File: config.mk
export PLATFORM = sky130hd
export DESIGN_NAME = seg_scan_driver_flat
export DESIGN_NICKNAME = d
export VERILOG_FILES = /design/src/rtl/seg_scan_if.sv /design/src/rtl/seg_scan_driver.sv /design/src/flat_wrapper.sv
export SDC_FILE = /design/constraint.sdc
export NUM_CORES = 1
export LEC_CHECK = 0
export BUFFER_PORTS_ARGS = -buffer_cell sky130_fd_sc_hd__buf_2
export CORE_MARGIN = 4
export CORE_UTILIZATION = 50
export CTS_CLUSTER_DIAMETER = 120
export DETAILED_ROUTE_END_ITERATION = 12
export GPL_TIMING_DRIVEN = 0
export PLACE_DENSITY_LB_ADDON = 0.25
export REMOVE_ABC_BUFFERS = 1
export SYNTH_ARGS = -nofsm -noshare
export SYNTH_HDL_FRONTEND = slang
export SYNTH_SLANG_ARGS = --single-unit
File: constraint.sdc
create_clock -name clk -period 7.5 [get_ports clk]
set_input_delay 1.125 -clock clk [delete_from_list [all_inputs] [get_ports clk]]
set_output_delay 1.125 -clock clk [all_outputs]
set_load 0.1 [all_outputs]
File: src/rtl/seg_scan_if.sv
// Bundle between the segment decoders, the scan driver and the display pins.
// The master side supplies patterns and controls; the slave side drives the anodes and segments.
interface seg_scan_if;
    logic [6:0] seg0;
    logic [6:0] seg1;
    logic [6:0] seg2;
    logic [6:0] seg3;
    logic [3:0] dp_in;
    logic [3:0] blank;
    logic       load;
    logic       blink;
    logic [3:0] an;
    logic [6:0] sseg;
    logic       dp;
    logic       frame;

    modport master (
        output seg0, seg1, seg2, seg3, dp_in, blank, load, blink,
        input  an, sseg, dp, frame
    );

    modport slave (
        input  seg0, seg1, seg2, seg3, dp_in, blank, load, blink,
        output an, sseg, dp, frame
    );
endinterface

File: src/rtl/seg_scan_driver.sv
// Four-digit multiplexed seven-segment driver with a frame-synchronised shadow buffer,
// inter-digit dead time, per-digit blanking, decimal points and whole-display blink.
module seg_scan_driver #(
    parameter int SCAN_DIV  = 100000,
    parameter int DEAD      = 4,
    parameter int BLINK_DIV = 50000000
) (
    input  logic       clk,
    input  logic       rst_n,
    seg_scan_if.slave  bus
);
    localparam int CW = $clog2(SCAN_DIV);
    localparam int BW = (BLINK_DIV > 1) ? $clog2(BLINK_DIV) : 1;
    localparam logic [CW-1:0] CNT_MAX  = CW'(SCAN_DIV - 1);
    localparam logic [CW-1:0] DEAD_CNT = CW'(DEAD);
    localparam logic [BW-1:0] BLK_MAX  = BW'(BLINK_DIV - 1);

    logic [CW-1:0]     cnt_r;
    logic [1:0]        d_r;
    logic [BW-1:0]     blink_cnt_r;
    logic              phase_r;
    logic [3:0][6:0]   sh_seg_r;
    logic [3:0]        sh_dp_r;
    logic [3:0]        sh_blank_r;
    logic [3:0][6:0]   act_seg_r;
    logic [3:0]        act_dp_r;
    logic [3:0]        act_blank_r;
    logic              pend_r;
    logic [3:0]        an_r;
    logic [6:0]        sseg_r;
    logic              dp_r;
    logic              frame_r;

    logic              slot0_s;
    logic              xfer_s;
    logic [3:0][6:0]   act_seg_s;
    logic [3:0]        act_dp_s;
    logic [3:0]        act_blank_s;
    logic [3:0]        an_s;
    logic [6:0]        sseg_s;
    logic              dp_s;

    // Next active set and next output pattern; the post-transfer set drives slot 0 so DEAD=0 shows fresh data.
    always_comb begin
        slot0_s     = (cnt_r == {CW{1'b0}}) && (d_r == 2'd0);
        xfer_s      = slot0_s && pend_r;
        act_seg_s   = act_seg_r;
        act_dp_s    = act_dp_r;
        act_blank_s = act_blank_r;
        an_s        = 4'b1111;
        sseg_s      = 7'h7F;
        dp_s        = 1'b1;
        if (xfer_s) begin
            act_seg_s   = sh_seg_r;
            act_dp_s    = sh_dp_r;
            act_blank_s = sh_blank_r;
        end else begin
            act_seg_s   = act_seg_r;
            act_dp_s    = act_dp_r;
            act_blank_s = act_blank_r;
        end
        if ((cnt_r >= DEAD_CNT) && !act_blank_s[d_r] && !(bus.blink && phase_r)) begin
            an_s   = ~(4'b0001 << d_r);
            sseg_s = act_seg_s[d_r];
            dp_s   = ~act_dp_s[d_r];
        end else begin
            an_s   = 4'b1111;
            sseg_s = 7'h7F;
            dp_s   = 1'b1;
        end
    end

    // Slot position, digit index and free-running blink phase.
    always_ff @(posedge clk or negedge rst_n) begin
        if (!rst_n) begin
            cnt_r       <= {CW{1'b0}};
            d_r         <= 2'd0;
            blink_cnt_r <= {BW{1'b0}};
            phase_r     <= 1'b0;
        end else begin
            if (cnt_r == CNT_MAX) begin
                cnt_r <= {CW{1'b0}};
                d_r   <= d_r + 2'd1;
            end else begin
                cnt_r <= cnt_r + {{(CW-1){1'b0}}, 1'b1};
            end
            if (blink_cnt_r == BLK_MAX) begin
                blink_cnt_r <= {BW{1'b0}};
                phase_r     <= ~phase_r;
            end else begin
                blink_cnt_r <= blink_cnt_r + {{(BW-1){1'b0}}, 1'b1};
            end
        end
    end

    // Shadow capture on LOAD, frame-boundary transfer into the active set.
    always_ff @(posedge clk or negedge rst_n) begin
        if (!rst_n) begin
            sh_seg_r    <= {4{7'h7F}};
            sh_dp_r     <= 4'b0000;
            sh_blank_r  <= 4'b1111;
            act_seg_r   <= {4{7'h7F}};
            act_dp_r    <= 4'b0000;
            act_blank_r <= 4'b1111;
            pend_r      <= 1'b0;
        end else begin
            act_seg_r   <= act_seg_s;
            act_dp_r    <= act_dp_s;
            act_blank_r <= act_blank_s;
            if (bus.load) begin
                sh_seg_r   <= {bus.seg3, bus.seg2, bus.seg1, bus.seg0};
                sh_dp_r    <= bus.dp_in;
                sh_blank_r <= bus.blank;
                pend_r     <= 1'b1;
            end else if (xfer_s) begin
                pend_r     <= 1'b0;
            end else begin
                pend_r     <= pend_r;
            end
        end
    end

    // Registered display outputs.
    always_ff @(posedge clk or negedge rst_n) begin
        if (!rst_n) begin
            an_r    <= 4'b1111;
            sseg_r  <= 7'h7F;
            dp_r    <= 1'b1;
            frame_r <= 1'b0;
        end else begin
            an_r    <= an_s;
            sseg_r  <= sseg_s;
            dp_r    <= dp_s;
            frame_r <= slot0_s;
        end
    end

    assign bus.an    = an_r;
    assign bus.sseg  = sseg_r;
    assign bus.dp    = dp_r;
    assign bus.frame = frame_r;
endmodule

File: src/flat_wrapper.sv
// flat-port wrapper written by rule: the top's interface ports become plain ports
module seg_scan_driver_flat 
#(
    parameter int SCAN_DIV  = 100000,
    parameter int DEAD      = 4,
    parameter int BLINK_DIV = 50000000
)
  (clk, rst_n, bus_seg0, bus_seg1, bus_seg2, bus_seg3, bus_dp_in, bus_blank, bus_load, bus_blink, bus_an, bus_sseg, bus_dp, bus_frame);
  seg_scan_if bus_i ();
  input  logic clk;
  input  logic rst_n;
  input wire logic [$bits(bus_i.seg0)-1:0] bus_seg0;
  input wire logic [$bits(bus_i.seg1)-1:0] bus_seg1;
  input wire logic [$bits(bus_i.seg2)-1:0] bus_seg2;
  input wire logic [$bits(bus_i.seg3)-1:0] bus_seg3;
  input wire logic [$bits(bus_i.dp_in)-1:0] bus_dp_in;
  input wire logic [$bits(bus_i.blank)-1:0] bus_blank;
  input wire logic [$bits(bus_i.load)-1:0] bus_load;
  input wire logic [$bits(bus_i.blink)-1:0] bus_blink;
  output wire logic [$bits(bus_i.an)-1:0] bus_an;
  output wire logic [$bits(bus_i.sseg)-1:0] bus_sseg;
  output wire logic [$bits(bus_i.dp)-1:0] bus_dp;
  output wire logic [$bits(bus_i.frame)-1:0] bus_frame;
  assign bus_i.seg0 = bus_seg0;
  assign bus_i.seg1 = bus_seg1;
  assign bus_i.seg2 = bus_seg2;
  assign bus_i.seg3 = bus_seg3;
  assign bus_i.dp_in = bus_dp_in;
  assign bus_i.blank = bus_blank;
  assign bus_i.load = bus_load;
  assign bus_i.blink = bus_blink;
  assign bus_an = bus_i.an;
  assign bus_sseg = bus_i.sseg;
  assign bus_dp = bus_i.dp;
  assign bus_frame = bus_i.frame;
  seg_scan_driver #(.SCAN_DIV(SCAN_DIV), .DEAD(DEAD), .BLINK_DIV(BLINK_DIV)) u_core (.clk(clk), .rst_n(rst_n), .bus(bus_i));
endmodule
=== After elaboration in Yosys (flattened, before gate mapping) ===
Cells that the tools add are included.
Widths: inputs -> output; s select.

* Add/subtract/negate cells: 3
* Order comparisons: 2
* Equality and inequality tests: 2
* Shifts and indexed selects: 1
* Multiplexer cells: 16
* Bitwise gates (word level): 3
* Reductions and logical operators: 10

{| class="wikitable"
|+ Operators by type and width
! kind !! number
|-
| $mux 28 || 1
|-
| $add 26x1->26 const B || 1
|-
| $eq 26x26->1 const B || 1
|-
| $mux 26 || 1
|-
| $add 17x1->17 const B || 1
|-
| $eq 17x17->1 const B || 1
|-
| $ge 17x3->1 const B || 1
|-
| $logic_not 17->1 || 1
|-
| $mux 17 || 1
|-
| $bmux 7 s2 || 1
|-
| $mux 7 || 2
|-
| $mux 4 || 3
|-
| $logic_and 1x1->1 || 5
|-
| $mux 1 || 5
|-
| $bmux 1 s2 || 2
|-
| $not 4->4 || 1
|-
| $shl 1x2->4 const A || 1
|-
| $lt 2x3->1 const B || 1
|-
| $add 2x1->2 const B || 1
|-
| $logic_not 1->1 || 2
|-
| $logic_not 2->1 || 1
|-
| $not 1->1 || 2
|-
| $reduce_bool 2->1 || 1
|}

* Bits in registers: 132
* Input port bits: 40
* Output and inout bits: 13

=== Depth between registers and ports, before layout ===
* Depth in word-level cells: 10
* Mapped depth: 10
* Mapped depth without buffers: 7

=== Least setup slack after synthesis ===
No wires, ideal clock.

* Kind: register to register
* From: register u_core.d_r[1]
* To: register u_core.dp_r (netlist: u_core.bus.dp)
* Setup time: 61 ps
* Arrival: 2483 ps
* Data required time: 7439 ps
* Slack: 4955 ps
* Cell stages (with the launch flop): 10
* Period minus slack after synthesis: 2545 ps
* Cells stage by stage: dfrtp_1 -> clkbuf_1 -> clkinv_1 -> clkbuf_1 -> ha_1 -> nand3_1 -> nor2_4 -> mux2_2 -> mux4_2 -> nand2_1

{| class="wikitable"
|+ RTL lines
! item !! line !! source
|-
| from (decl) || seg_scan_driver.sv:19 || <nowiki>logic [1:0] d_r;</nowiki>
|-
| from (signal assigned) || seg_scan_driver.sv:83 || <nowiki>d_r <= d_r + 2'd1;</nowiki>
|-
| $logic_not 2->1 || seg_scan_driver.sv:45 || <nowiki>slot0_s = (cnt_r == {CW{1'b0}}) && (d_r == 2'd0);</nowiki>
|-
| $logic_and 1x1->1 || seg_scan_driver.sv:45 ||
|-
| $logic_and 1x1->1 || seg_scan_driver.sv:46 || <nowiki>xfer_s = slot0_s && pend_r;</nowiki>
|-
| $mux 4 || seg_scan_driver.sv:53 || <nowiki>if (xfer_s) begin</nowiki>
|-
| named net u_core.act_dp_s[1] || seg_scan_driver.sv:37 || <nowiki>logic [3:0] act_dp_s;</nowiki>
|-
| $bmux 1 s2 || seg_scan_driver.sv:65 || <nowiki>dp_s = ~act_dp_s[d_r];</nowiki>
|-
| $mux 1 (implied by the code) || seg_scan_driver.sv:65 ||
|-
| $not 1->1 || seg_scan_driver.sv:65 ||
|-
| $mux 1 || seg_scan_driver.sv:62 || <nowiki>if ((cnt_r >= DEAD_CNT) && !act_blank_s[d_r] && !(bus.blink && phase_r)) begin</nowiki>
|-
| named net u_core.dp_s || seg_scan_driver.sv:41 || <nowiki>logic dp_s;</nowiki>
|-
| to (signal assigned) || seg_scan_driver.sv:133 || <nowiki>dp_r <= dp_s;</nowiki>
|-
| to (decl) || seg_scan_driver.sv:31 || <nowiki>logic dp_r;</nowiki>
|}

The timed path passes the listed nets, and every way through them passes these cells. The select of a mux whose other input is x is not followed.
A chain may end at the register's enable or synchronous reset.

=== Final worst setup path ===
Same ends and word-level chain as after synthesis.

==> results.md <==
- Outcome: complete, no violations
- Post-synthesis sequential area ratio: 0.588
- Post-synth cell types: 39
- Fmax: around 0.25 GHz
- Final instance area: 0.00680 mm2
- DP HPWL: 6890 um
- DR vias/cell: 5.46
- CTS Root Cell: clkbuf_16
- Cell Area, Synth: ~0.0058 mm2
- Clock-pin slew on the worst setup and hold paths: 0.05 ns
- Worst vdd ir: 204 uV
- Post-DRT Antenna Nets: 0
- Fin crit period: just over 4 ns
- Clock skew: 0.00514 ns
- Core Area: 0.0114 mm2
- Max Slew Vio Count: 0
- Setup violators final: 0
- Final Net Count: 553
- Cell taking the most area after synthesis: dfstp_2
- CTS max path bufs: 2
- Top_reg_cell synth: dfstp_2
- Worst Tran Pin Value: 1.15 ns
- Die width: 116 um
- I/O pins: 53
- Crit end category: flip-flop
- Port-buffer cells: 52
- DR pass1 iterations: 4
- CP arrival: between 4 and 5 ns
- Largest net degree at the start of global routing: 98
- Critical path class: reg2reg
- Pwr Total: 0.00170 W
- Synth area leaders: dfstp_2 35%, dfrtp_1 24%, mux2_2 11%, xnor2_1 2.9%, xor2_1 2.9%
- Final GP Congestion: about 0.75
- # DRC: 0
- First-pass GRT wire length: 18600 um
- Yosys top cell area share: 0.345
- CTS tree: yes
- GR Util met3: 0.0538
- Post-synth ARST share: 1.00
- Setup bufs post-CTS: 0
- Ant. Diodes: 0
- Antenna violations before repair: 0
- Endpoints failing hold: 0
- WL/cell: 16.3 um
- Pleak: 2.97 nW
- #FFs+latches synth: 132
- Fin worst setup slack: 3.47 ns
- Post-synth EDFFs: 0
- CP Data Required Time: 7.85 ns
- Total track usage: 0.181
- Overflow after GRT: 0
- DP Area: about 0.0062 mm2
- PwrDens: roughly 250 mW/mm2
- Relative slew slack: 0.230
- Worst Hold Class: reg2reg
- Die footprint: roughly 0.013 mm2
- Drt total wl: approximately 11000 um
- CTS Sinks: 132
- M1 GR Usage: 0.224
- Rows: 39
- Placed insts: 630
- Post_cts resized: 0
- Max Cap Violations: 0
- Vias post-DR: about 3600
- Tcrit/Tclk final: 0.538
- Final TNS setup: 0 ns
- Startpoint types: flip-flop
- Share of cells above drive strength 1: 0.434
- Worst-skew pair later-pin latency: 0.41 ns
- TritonCTS buffer count: 17
- Synth warn: 0
- Post-Synthesis Cells: 450
- CTS hold repair buffers: 0
- Filler cell count: between 900 and 1000
- Area delta synth->final: 17.5%
- Non-Filler Instances: approximately 660
- Die H: 116 um
- RSZ-0062 raised after global routing: false
- CTS HTree Levels: 4
- Synth cell count leaders: 76 x dfstp_2, 58 x mux2_2, 56 x dfrtp_1
- GR peak layer: met2
- Average cell area after synthesis: 12.9 um2
- Critical Path Fanout Max: 34
- DRT iter0 DRCs: around 160
- DP Worst Slack: between 3 and 4 ns
- Met2 usage: 0.298
- Initial Util: 0.509
- Vias in the first global route: 3875
- Top-count cell post-synth: dfstp_2
## placed cells by master, fill, tap and decap left out, types with 3 or more instances in the layout
cell type	n
and4_1	3
nor4_2	4
o21ai_0	4
clkbuf_1	6
ha_1	7
dfstp_2	76
a21o_1	14
nand2_1	30
and3_1	6
nor3_1	4
mux4_2	3
xor2_1	19
nand3_1	26
buf_2	51
nor2_1	32
mux2_2	58
dfrtp_1	56
o21a_1	14
a211o_1	14
xnor2_1	19
clkbuf_8	6
o211ai_1	14
nand4_1	7
clkbuf_16	20
inv_1	4
## flip-flops by register name, summed over array words and instances (netlist names)
name and flops:
u_core.act_blank_r 4, u_core.bus.dp 1, u_core.bus.frame 1, u_core.sh_dp_r 4, u_core.bus.sseg 7, u_core.sh_seg_r 28, u_core.sh_blank_r 4, u_core.d_r 2
u_core.bus.an 4, u_core.pend_r 1, u_core.cnt_r 17, u_core.blink_cnt_r 26, u_core.act_seg_r 28, u_core.act_dp_r 4, u_core.phase_r 1
## final cells by class
type | instances | area (um2) | share of cell area
Sequential cell | 132 | 3400 | 0.500
Multi-Input combinational cell | 295 | 2290 | 0.337
Clock buffer | 32 | 606 | 0.0891
Timing Repair Buffer | 54 | 302 | 0.0444
Tap cell | 143 | 179 | 0.0263
Inverter | 6 | 22.5 | 0.00331
## where the power goes
group          total (W)  internal (W)  switching (W)  leakage [nW]
Sequential      0.000785      0.000769      0.0000160          1.53
Combinational   0.000103     0.0000411      0.0000620          1.14
Clock           0.000812      0.000536       0.000275         0.297
## through the flow
stage,hold WS (ns),utilization
2_1_floorplan,0.437,-
3_3_place_gp,0.451,0.540
3_5_place_dp,0.460,0.545
4_1_cts,0.467,0.598
5_1_grt,0.493,0.598
6_report,0.466,0.598
## path summary, 6_finish.rpt
| path | start | endpoint | slack [ns] | cells after the start |
|---|---|---|---|---|
| max in group asynchronous | rst_n | u_core.sh_seg_r[27] | 6.10 | 2 |
| min | u_core.phase_r | u_core.phase_r | 0.47 | 1 |
| max | u_core.d_r[1] | u_core.bus.dp | 3.47 | 7 |
| min in group asynchronous | rst_n | u_core.sh_dp_r[3] | 0.60 | 1 |
| min reg2reg | u_core.phase_r | u_core.phase_r | 0.47 | 1 |
| max reg2reg | u_core.d_r[1] | u_core.bus.dp | 3.47 | 7 |
## worst max-delay path: stages (launching register included)
cell and delay, ns:
dfrtp_1 0.65, clkinv_1 0.52, ha_1 0.29, nand3_1 0.55
nor2_4 0.98, mux2_2 0.43, mux4_2 0.45, nand2_1 0.08
## metal layers
layer / up-vias / part of all wire
li1: 1715 / -
met1: 1819 / 0.44
met2: 67 / 0.50
met3: 15 / 0.045
met4: 0 / 0.015
met5: - / 0
## kinds of logic after synthesis
logic type | after synthesis | synth area share
AOI/OAI and AO/OA | 66 | 0.0876
xor gates and xnor gates | 38 | 0.0576
adders and majority gates | 7 | 0.0151
buffers and inverters | 23 | 0.0175
DFF | 132 | 0.588
muxes | 61 | 0.125
and+or+nand+nor | 123 | 0.110
Note: power is estimated with default switching activity, not from simulation.
